--- config.mk ---
export PLATFORM = sky130hd
export DESIGN_NAME = hazard_forward_unit
export DESIGN_NICKNAME = d
export VERILOG_FILES = /design/src/rtl/forwardingmux.sv /design/src/rtl/rv32i_types.sv /design/src/rtl/fwd_sel.sv /design/src/rtl/hazard_forward_unit.sv
export SDC_FILE = /design/constraint.sdc
export NUM_CORES = 1
export LEC_CHECK = 0
export BUFFER_PORTS_ARGS = -buffer_cell sky130_fd_sc_hd__buf_2
export CORE_MARGIN = 3
export CORE_UTILIZATION = 34
export DETAILED_ROUTE_END_ITERATION = 10
export GPL_ROUTABILITY_DRIVEN = 0
export GPL_TIMING_DRIVEN = 0
export PLACE_DENSITY = 0.58
export SETUP_SLACK_MARGIN = 0.3
export SKIP_LAST_GASP = 1
export SYNTH_ARGS = -nofsm -noshare
export SYNTH_HDL_FRONTEND = slang
export SYNTH_SLANG_ARGS = --single-unit
--- constraint.sdc ---
create_clock -name clk -period 2.3 [get_ports clk]
set_input_delay 0.345 -clock clk [delete_from_list [all_inputs] [get_ports clk]]
set_output_delay 0.345 -clock clk [all_outputs]
set_load 0.01 [all_outputs]
--- src/rtl/forwardingmux.sv ---
// Shared operand-forwarding mux select encoding used by the EX stage.
package forwardingmux;

  typedef enum logic [1:0] {
    id_ex  = 2'b00,
    ex_mem = 2'b01,
    mem_wb = 2'b10
  } forwardingmux_sel_t;

endpackage

--- src/rtl/rv32i_types.sv ---
// Common RV32I pipeline types: register index and hazard-unit FSM state.
package rv32i_types;

  typedef logic [4:0] rv32i_reg;

  typedef enum logic {
    RUN      = 1'b0,
    LOAD_USE = 1'b1
  } hazard_state_t;

endpackage

--- src/rtl/fwd_sel.sv ---
// Forwarding select for a single EX-stage source operand; EX/MEM beats MEM/WB.
module fwd_sel
  import forwardingmux::*;
  import rv32i_types::*;
(
  input  rv32i_reg           ex_rs_i,
  input  rv32i_reg           mem_rd_i,
  input  logic               mem_load_regfile_i,
  input  logic               mem_is_load_i,
  input  rv32i_reg           wb_rd_i,
  input  logic               wb_load_regfile_i,
  output forwardingmux_sel_t sel_o
);

  logic mem_hit;
  logic wb_hit;

  // Load data is not available until MEM/WB, so a load in EX/MEM never forwards.
  assign mem_hit = mem_load_regfile_i && (mem_rd_i != '0) && (mem_rd_i == ex_rs_i) && !mem_is_load_i;
  assign wb_hit  = wb_load_regfile_i && (wb_rd_i != '0) && (wb_rd_i == ex_rs_i);

  always_comb begin
    sel_o = id_ex;
    if (mem_hit)     sel_o = ex_mem;
    else if (wb_hit) sel_o = mem_wb;
  end

endmodule

--- src/rtl/hazard_forward_unit.sv ---
// Pipeline hazard unit: per-operand forwarding, load-use stall FSM, dmem freeze
// and saturating performance counters.
module hazard_forward_unit
  import forwardingmux::*;
  import rv32i_types::*;
#(
  parameter int unsigned NUM_SRC         = 2,
  parameter int unsigned LOAD_USE_CYCLES = 1,
  parameter int unsigned CNT_W           = 32
) (
  input  logic                                 clk,
  input  logic                                 rst,
  input  rv32i_reg           [NUM_SRC-1:0]     id_rs_i,
  input  logic               [NUM_SRC-1:0]     id_rs_used_i,
  input  rv32i_reg           [NUM_SRC-1:0]     ex_rs_i,
  input  rv32i_reg                             ex_rd_i,
  input  logic                                 ex_is_load_i,
  input  rv32i_reg                             mem_rd_i,
  input  logic                                 mem_load_regfile_i,
  input  logic                                 mem_is_load_i,
  input  rv32i_reg                             wb_rd_i,
  input  logic                                 wb_load_regfile_i,
  input  logic                                 dmem_req_i,
  input  logic                                 dmem_resp_i,
  output forwardingmux_sel_t [NUM_SRC-1:0]     fwd_sel_o,
  output logic                                 pc_stall_o,
  output logic                                 if_id_stall_o,
  output logic                                 id_ex_bubble_o,
  output logic                                 freeze_o,
  output logic               [CNT_W-1:0]       loaduse_cnt_o,
  output logic               [CNT_W-1:0]       freeze_cnt_o
);

  localparam logic [1:0] LUC_INIT = 2'(LOAD_USE_CYCLES - 1);

  hazard_state_t state, state_n;
  logic [1:0]    luc, luc_n;
  logic          hazard;
  logic          stall;

  for (genvar i = 0; i < NUM_SRC; i++) begin : g_fwd
    fwd_sel u_fwd_sel (
      .ex_rs_i            (ex_rs_i[i]),
      .mem_rd_i           (mem_rd_i),
      .mem_load_regfile_i (mem_load_regfile_i),
      .mem_is_load_i      (mem_is_load_i),
      .wb_rd_i            (wb_rd_i),
      .wb_load_regfile_i  (wb_load_regfile_i),
      .sel_o              (fwd_sel_o[i])
    );
  end

  always_comb begin
    hazard = 1'b0;
    for (int unsigned i = 0; i < NUM_SRC; i++) begin
      if (id_rs_used_i[i] && (id_rs_i[i] == ex_rd_i)) hazard = 1'b1;
    end
    hazard = hazard && ex_is_load_i && (ex_rd_i != '0);
  end

  assign freeze_o = dmem_req_i && !dmem_resp_i;

  // Freeze holds state and luc; a hazard seen while frozen is re-evaluated next cycle.
  always_comb begin
    state_n = state;
    luc_n   = luc;
    stall   = 1'b0;
    if (state == LOAD_USE) begin
      stall = 1'b1;
      if (!freeze_o) begin
        luc_n = luc - 2'd1;
        if (luc == 2'd1) state_n = RUN;
      end
    end else if (hazard) begin
      stall = 1'b1;
      if (!freeze_o && (LOAD_USE_CYCLES > 1)) begin
        state_n = LOAD_USE;
        luc_n   = LUC_INIT;
      end
    end
  end

  assign pc_stall_o     = stall || freeze_o;
  assign if_id_stall_o  = stall || freeze_o;
  assign id_ex_bubble_o = stall && !freeze_o;

  always_ff @(posedge clk or posedge rst) begin
    if (rst) begin
      state         <= RUN;
      luc           <= '0;
      loaduse_cnt_o <= '0;
      freeze_cnt_o  <= '0;
    end else begin
      state <= state_n;
      luc   <= luc_n;
      if (id_ex_bubble_o && (loaduse_cnt_o != '1)) loaduse_cnt_o <= loaduse_cnt_o + CNT_W'(1);
      if (freeze_o && (freeze_cnt_o != '1))        freeze_cnt_o  <= freeze_cnt_o + CNT_W'(1);
    end
  end

endmodule
---- After elaboration in Yosys (flattened, before gate mapping) ----
Index checks and enable logic that the tools add are counted.
storage, ports and cells
  flip-flop bits (word level) ............. 67
  output and inout bits ................... 72
  logic and storage cells ................. 52
  input bits .............................. 45
cells by class
  muxes and demuxes ....................... 11
  bitwise logic cells ..................... 1
  reduce and logical (&&, ||, !) cells .... 24
  add/subtract/negate cells ............... 3
  eq/ne operators ......................... 9
operators by type and width
  operator                                          count
  adder 32 x 1 -> 32 bit, second input constant     2
  inequality test 32 bit, second input constant     2
  == test 5 bit                                     6
  logical AND 1 bit                                 16
  nonzero test 5 bit                                3
  2-to-1 mux 2 bit                                  4
  2-to-1 mux 1 bit                                  7
  logical NOT 1 bit                                 3
  == test 2 x 1 -> 1 bit, second input constant     1
  AND reduction 2 bit                               1
  subtractor 2 x 1 -> 2 bit, second input constant  1
  logical OR 1 bit                                  1
  inverter 1 bit                                    1

---- Longest topological paths before layout ----
  word-level depth ........................ 10
  gate-level depth with buffers ........... 7
  gate-level depth less buffers ........... 6

---- By module ----
Synthesis repeated with hierarchy kept, for this count alone.
second synthesis, totals
  cells, all modules ...................... 373
  area, all modules ....................... 3887.5 um^2
modules (own cells, without submodules)
  module               times used  cells an instance  area each (um^2)  sequential area each (um^2)
  hazard_forward_unit  1           329                3549.7            1676.6
  fwd_sel              2           22                 168.9             0.0

---- Worst setup path after synthesis ----
OpenSTA, ideal clock, no wires.
  path kind ............................... input port to output port
  start point ............................. input port mem_rd_i[0]
  end point ............................... output port fwd_sel_o[1] in the netlist's numbering
  slack ................................... 0.362 ns
  data arrival time ....................... 1.593 ns
  stages on the path ...................... 4
  cell sequence ........................... or4_1 -> o21ai_0 -> nor4_1 -> nor4_1
RTL lines
  item             line                       text
  start, declared  hazard_forward_unit.sv:18  input rv32i_reg mem_rd_i,
  end, declared    hazard_forward_unit.sv:25  output forwardingmux_sel_t [NUM_SRC-1:0] fwd_sel_o,

---- Final worst setup path ----
  start point ............................. input port ex_rd_i[0]
  end point ............................... output port pc_stall_o
between the ends
  cells in the longest elaborated chain, start to end .. 9
ends and longest elaborated chain
  item                           line                       text
  start, declared                hazard_forward_unit.sv:16  input rv32i_reg ex_rd_i,
  == test 5 bit                  hazard_forward_unit.sv:56  if (id_rs_used_i[i] && (id_rs_i[i] == ex_rd_i)) hazard = 1'b1;
  logical AND 1 bit              hazard_forward_unit.sv:56
  2-to-1 mux 1 bit (2 in a row)  hazard_forward_unit.sv:56
  logical AND 1 bit              hazard_forward_unit.sv:58  hazard = hazard && ex_is_load_i && (ex_rd_i != '0);
  logical AND 1 bit (*)          hazard_forward_unit.sv:58
  2-to-1 mux 1 bit (*)           hazard_forward_unit.sv:74  end else if (hazard) begin
  2-to-1 mux 1 bit (*)           hazard_forward_unit.sv:68  if (state == LOAD_USE) begin
  logical OR 1 bit (*)           hazard_forward_unit.sv:83  assign pc_stall_o = stall || freeze_o;
  end, declared                  hazard_forward_unit.sv:26  output logic pc_stall_o,
Every way passes the cells marked *; elsewhere a longest branch is shown, timed or not.

==> flow_summary.json <==
{
  "outcome": "completed",
  "vias": 3379,
  "crit_path_setup_slack_layout_ns": 0.316,
  "cp_cell_sequence": "buf_2 -> or3_1 -> o311ai_2 -> nand3_1 -> buf_4 -> buf_2",
  "antenna-diode-count": 0,
  "timing.final.setup_violations": 0,
  "criticalPathCategory": "in2out",
  "slew_headroom_pct": 57.6,
  "die_area_um2": 12600,
  "fillers": 1094,
  "reg2reg_setup_slack_ns": 0.38,
  "grt_pass1_vias": 3309,
  "rr_endpoint": "loaduse_cnt_o[9]",
  "grt.met3_usage_pct": 4.04,
  "dpl_worst_slack_ns": -0.0381,
  "grt_most_used_layer": "met2",
  "grtUsageMet2_pct": 25.1,
  "count_of_different_cell_masters_after_synthesis": 44,
  "clock_skew_ns": 0.00567,
  "holdCritPathClass": "in2async",
  "critical_path_required_ns": 1.96,
  "worst_setup_path_start_kind": "input pin",
  "rsz0062_at_grt": "yes",
  "floorplan.rows": 38,
  "synthesis_warnings": 0,
  "postSynthRegisterBits": 67,
  "place.port_buffers": 116,
  "number_of_buffers_inserted_during_clock_tree_synthesis": 9,
  "clock_tree.root_cell": "clkbuf_16",
  "critical_path.n_buffers_inverters": 3,
  "power.density_nw_per_um2": 665,
  "mappedNetlistNets": 418,
  "critPathArrivalTime_ns": 1.64,
  "timing_max_transition_violations_final": 0,
  "start_util_pct": 35.0,
  "wirelength_mm": 9.80,
  "drt_first_iter_violations": 128,
  "die_y_um": 112,
  "crit_family": "simple AND/OR/NAND/NOR gates",
  "fp.coreArea_um2": 10900,
  "critical-path-top-cell-by-count": "buf_2",
  "mappedNetlistArea_um2": 3830,
  "layout_commonest_cell": "buf_2",
  "worst_r2r_path_depth": 7,
  "number_of_antenna_violations_at_the_first_check_in_global_routing": 0,
  "dominantRegCellSynth": "dfrtp_1",
  "global_route.usage.met1_pct": 20.1,
  "p_leak_uw": 0.00238,
  "synth-edff-count": 0,
  "postSynthCellCount": 370,
  "most_used_cells_in_the_layout_excluding_fill_and_tap_cells": "120 x buf_2, 75 x xnor2_1, 56 x dfrtp_1",
  "detail_route.vias_per_cell": 5.14,
  "timing.final.crit_share_pct": 86.3,
  "fmax_mhz": 504,
  "clock_latency_ns": 0.32,
  "timing.setup.tns_ns": 0,
  "area_delta_synth_final_pct": 34.3,
  "final_hpwl_dp_mm": 7.21,
  "htreeDepth": 3,
  "grt_max_degree": 41,
  "nets": 562,
  "maxCapViolCount": 0,
  "overflow": 0,
  "io_pins": 117,
  "cp_slowest_stage_delay_ns": 0.47,
  "cts_sinks": 67,
  "route.detailed.drc": 0,
  "route.detailed.wl_per_inst_um": 14.9,
  "crit-reg2reg-launch": "loaduse_cnt_o[4]",
  "final.min_clock_period_ns": 1.98,
  "timing.critical_path.fanout_max": 3,
  "cts_tree": "built",
  "buffer_depth_of_the_longest_clock_path": 2,
  "fp.dieW_um": 112,
  "synthArstFlopShare_pct": 100,
  "wire_length_of_the_first_global_routing_pass_mm": 16.1,
  "tightest_slew_ns": 0.630,
  "ir_drop_mv": 0.357,
  "seq_area_frac_synth_pct": 43.7,
  "grtUsageTotal_pct": 15.3,
  "synthesis.area_per_instance_um2": 10.4,
  "drt_pre_antenna_iters": 5,
  "final-instance-count-excl-fill": 658,
  "endpoint_kind": "output pin",
  "drive_gt1_share_pct": 38.0,
  "dpl.cell_count": 627,
  "timing.final.hold_violations": 0,
  "critical_path.slowest_cell": "or3_1",
  "postCtsHoldBufs": 0,
  "ant_nets": 0,
  "clk_transition_reported_paths_ns": 0.05
}
==> registers in the layout, summed over array words and instances (netlist names) <==
signal         cells
luc                2
freeze_cnt_o      32
state              1
loaduse_cnt_o     32
==> Yosys cell counts (2+ instances only) <==
library cell	instances	area share (%)
a21oi_1	3	0.39
and2_1	4	0.65
and3_1	15	2.4
and3_2	2	0.39
and4_1	5	1.1
buf_2	5	0.65
buf_4	3	0.59
clkbuf_1	2	0.20
dfrtp_1	67	44
ha_1	3	0.98
inv_1	7	0.69
mux2_2	3	0.88
nand2_1	24	2.4
nand3_1	36	4.7
nand4_1	34	5.6
nand4b_1	2	0.46
nor2_1	14	1.4
nor3_1	9	1.2
nor4_1	5	0.82
nor4_2	2	0.65
nor4_4	3	1.7
o21ai_0	2	0.26
or3_1	5	0.82
or3_4	2	0.59
or4_1	4	0.78
xnor2_1	75	17
xor2_1	17	3.9
==> cell type report <==
| class | count | area (um^2) | share of cell area (%) |
|---|---|---|---|
| repair buffers | 133 | 721 | 14.0 |
| flip-flops and latches | 67 | 1690 | 32.8 |
| plain buffers | 10 | 61.3 | 1.19 |
| inverters | 7 | 30.0 | 0.584 |
| clock inverters | 2 | 35.0 | 0.681 |
| clock buffers | 13 | 260 | 5.06 |
| multi-input cells | 286 | 2170 | 42.2 |
| well taps | 140 | 175 | 3.40 |
==> logic make-up after synthesis <==
group,count (synthesis),share of synthesized area (%)
buf+inv,17,2.12
fa+ha+maj,3,0.980
xor+xnor,92,21.0
compound gates,12,2.87
simple gates,175,28.1
flops,67,43.7
mux,4,1.14
==> worst max-delay path by stage <==
| stage | start | end | slack [ns] | depth (start not counted) |
|---|---|---|---|---|
| 3_5_place_dp | ex_rd_i[1] | id_ex_bubble_o | -0.04 | 7 |
| 6_report | ex_rd_i[0] | pc_stall_o | 0.32 | 6 |
| 4_1_cts | state | id_ex_bubble_o | 0.22 | 4 |
| 2_1_floorplan | mem_rd_i[0] | fwd_sel_o[1] | 0.36 | 4 |
| 3_3_place_gp | ex_rd_i[1] | id_ex_bubble_o | 0.02 | 7 |
| 5_1_grt | freeze_cnt_o[0] | freeze_cnt_o[22] | 0.25 | 6 |
==> metal layers <==
layer	vias up	share of wire, %
met5	-	0
met4	0	1.4
met3	14	5.5
met2	95	49
met1	1650	44
li1	1620	-
==> power breakdown <==
group / switching [uW] / internal (uW) / total, uW
registers: 129 / 1290 / 1420
clock network: 480 / 891 / 1370
logic: 310 / 322 / 632
total: 919 / 2510 / 3420
==> what timing repair did <==
action / CTS / global route
pin swaps: 6 / 12
hold endpoints to repair: 0 / 0
setup buffers: 0 / 16
resized for setup: 13 / 20
setup endpoints to repair: 17 / 39
==> per-stage QoR <==
stage	hold WS (ns)	instance area, um^2	total power [uW]	util [%]
global route	0.150	5150	3600	47.1
global placement	0.466	4590	1940	42.0
floorplan	0.453	3840	1730	-
finish	0.102	5150	3420	47.1
detailed placement	0.466	4610	1970	42.2
CTS	0.117	4960	3370	45.4
==> worst register-to-register path, delay by kind of cell, from the launching register on <==
kind                   cells  cell delay [ns]
buffers and inverters      2             0.42
AND/OR/NAND/NOR            4             0.81
flip-flops                 1             0.39
XOR/XNOR                   1             0.16
(Power assumes the default switching activity.)
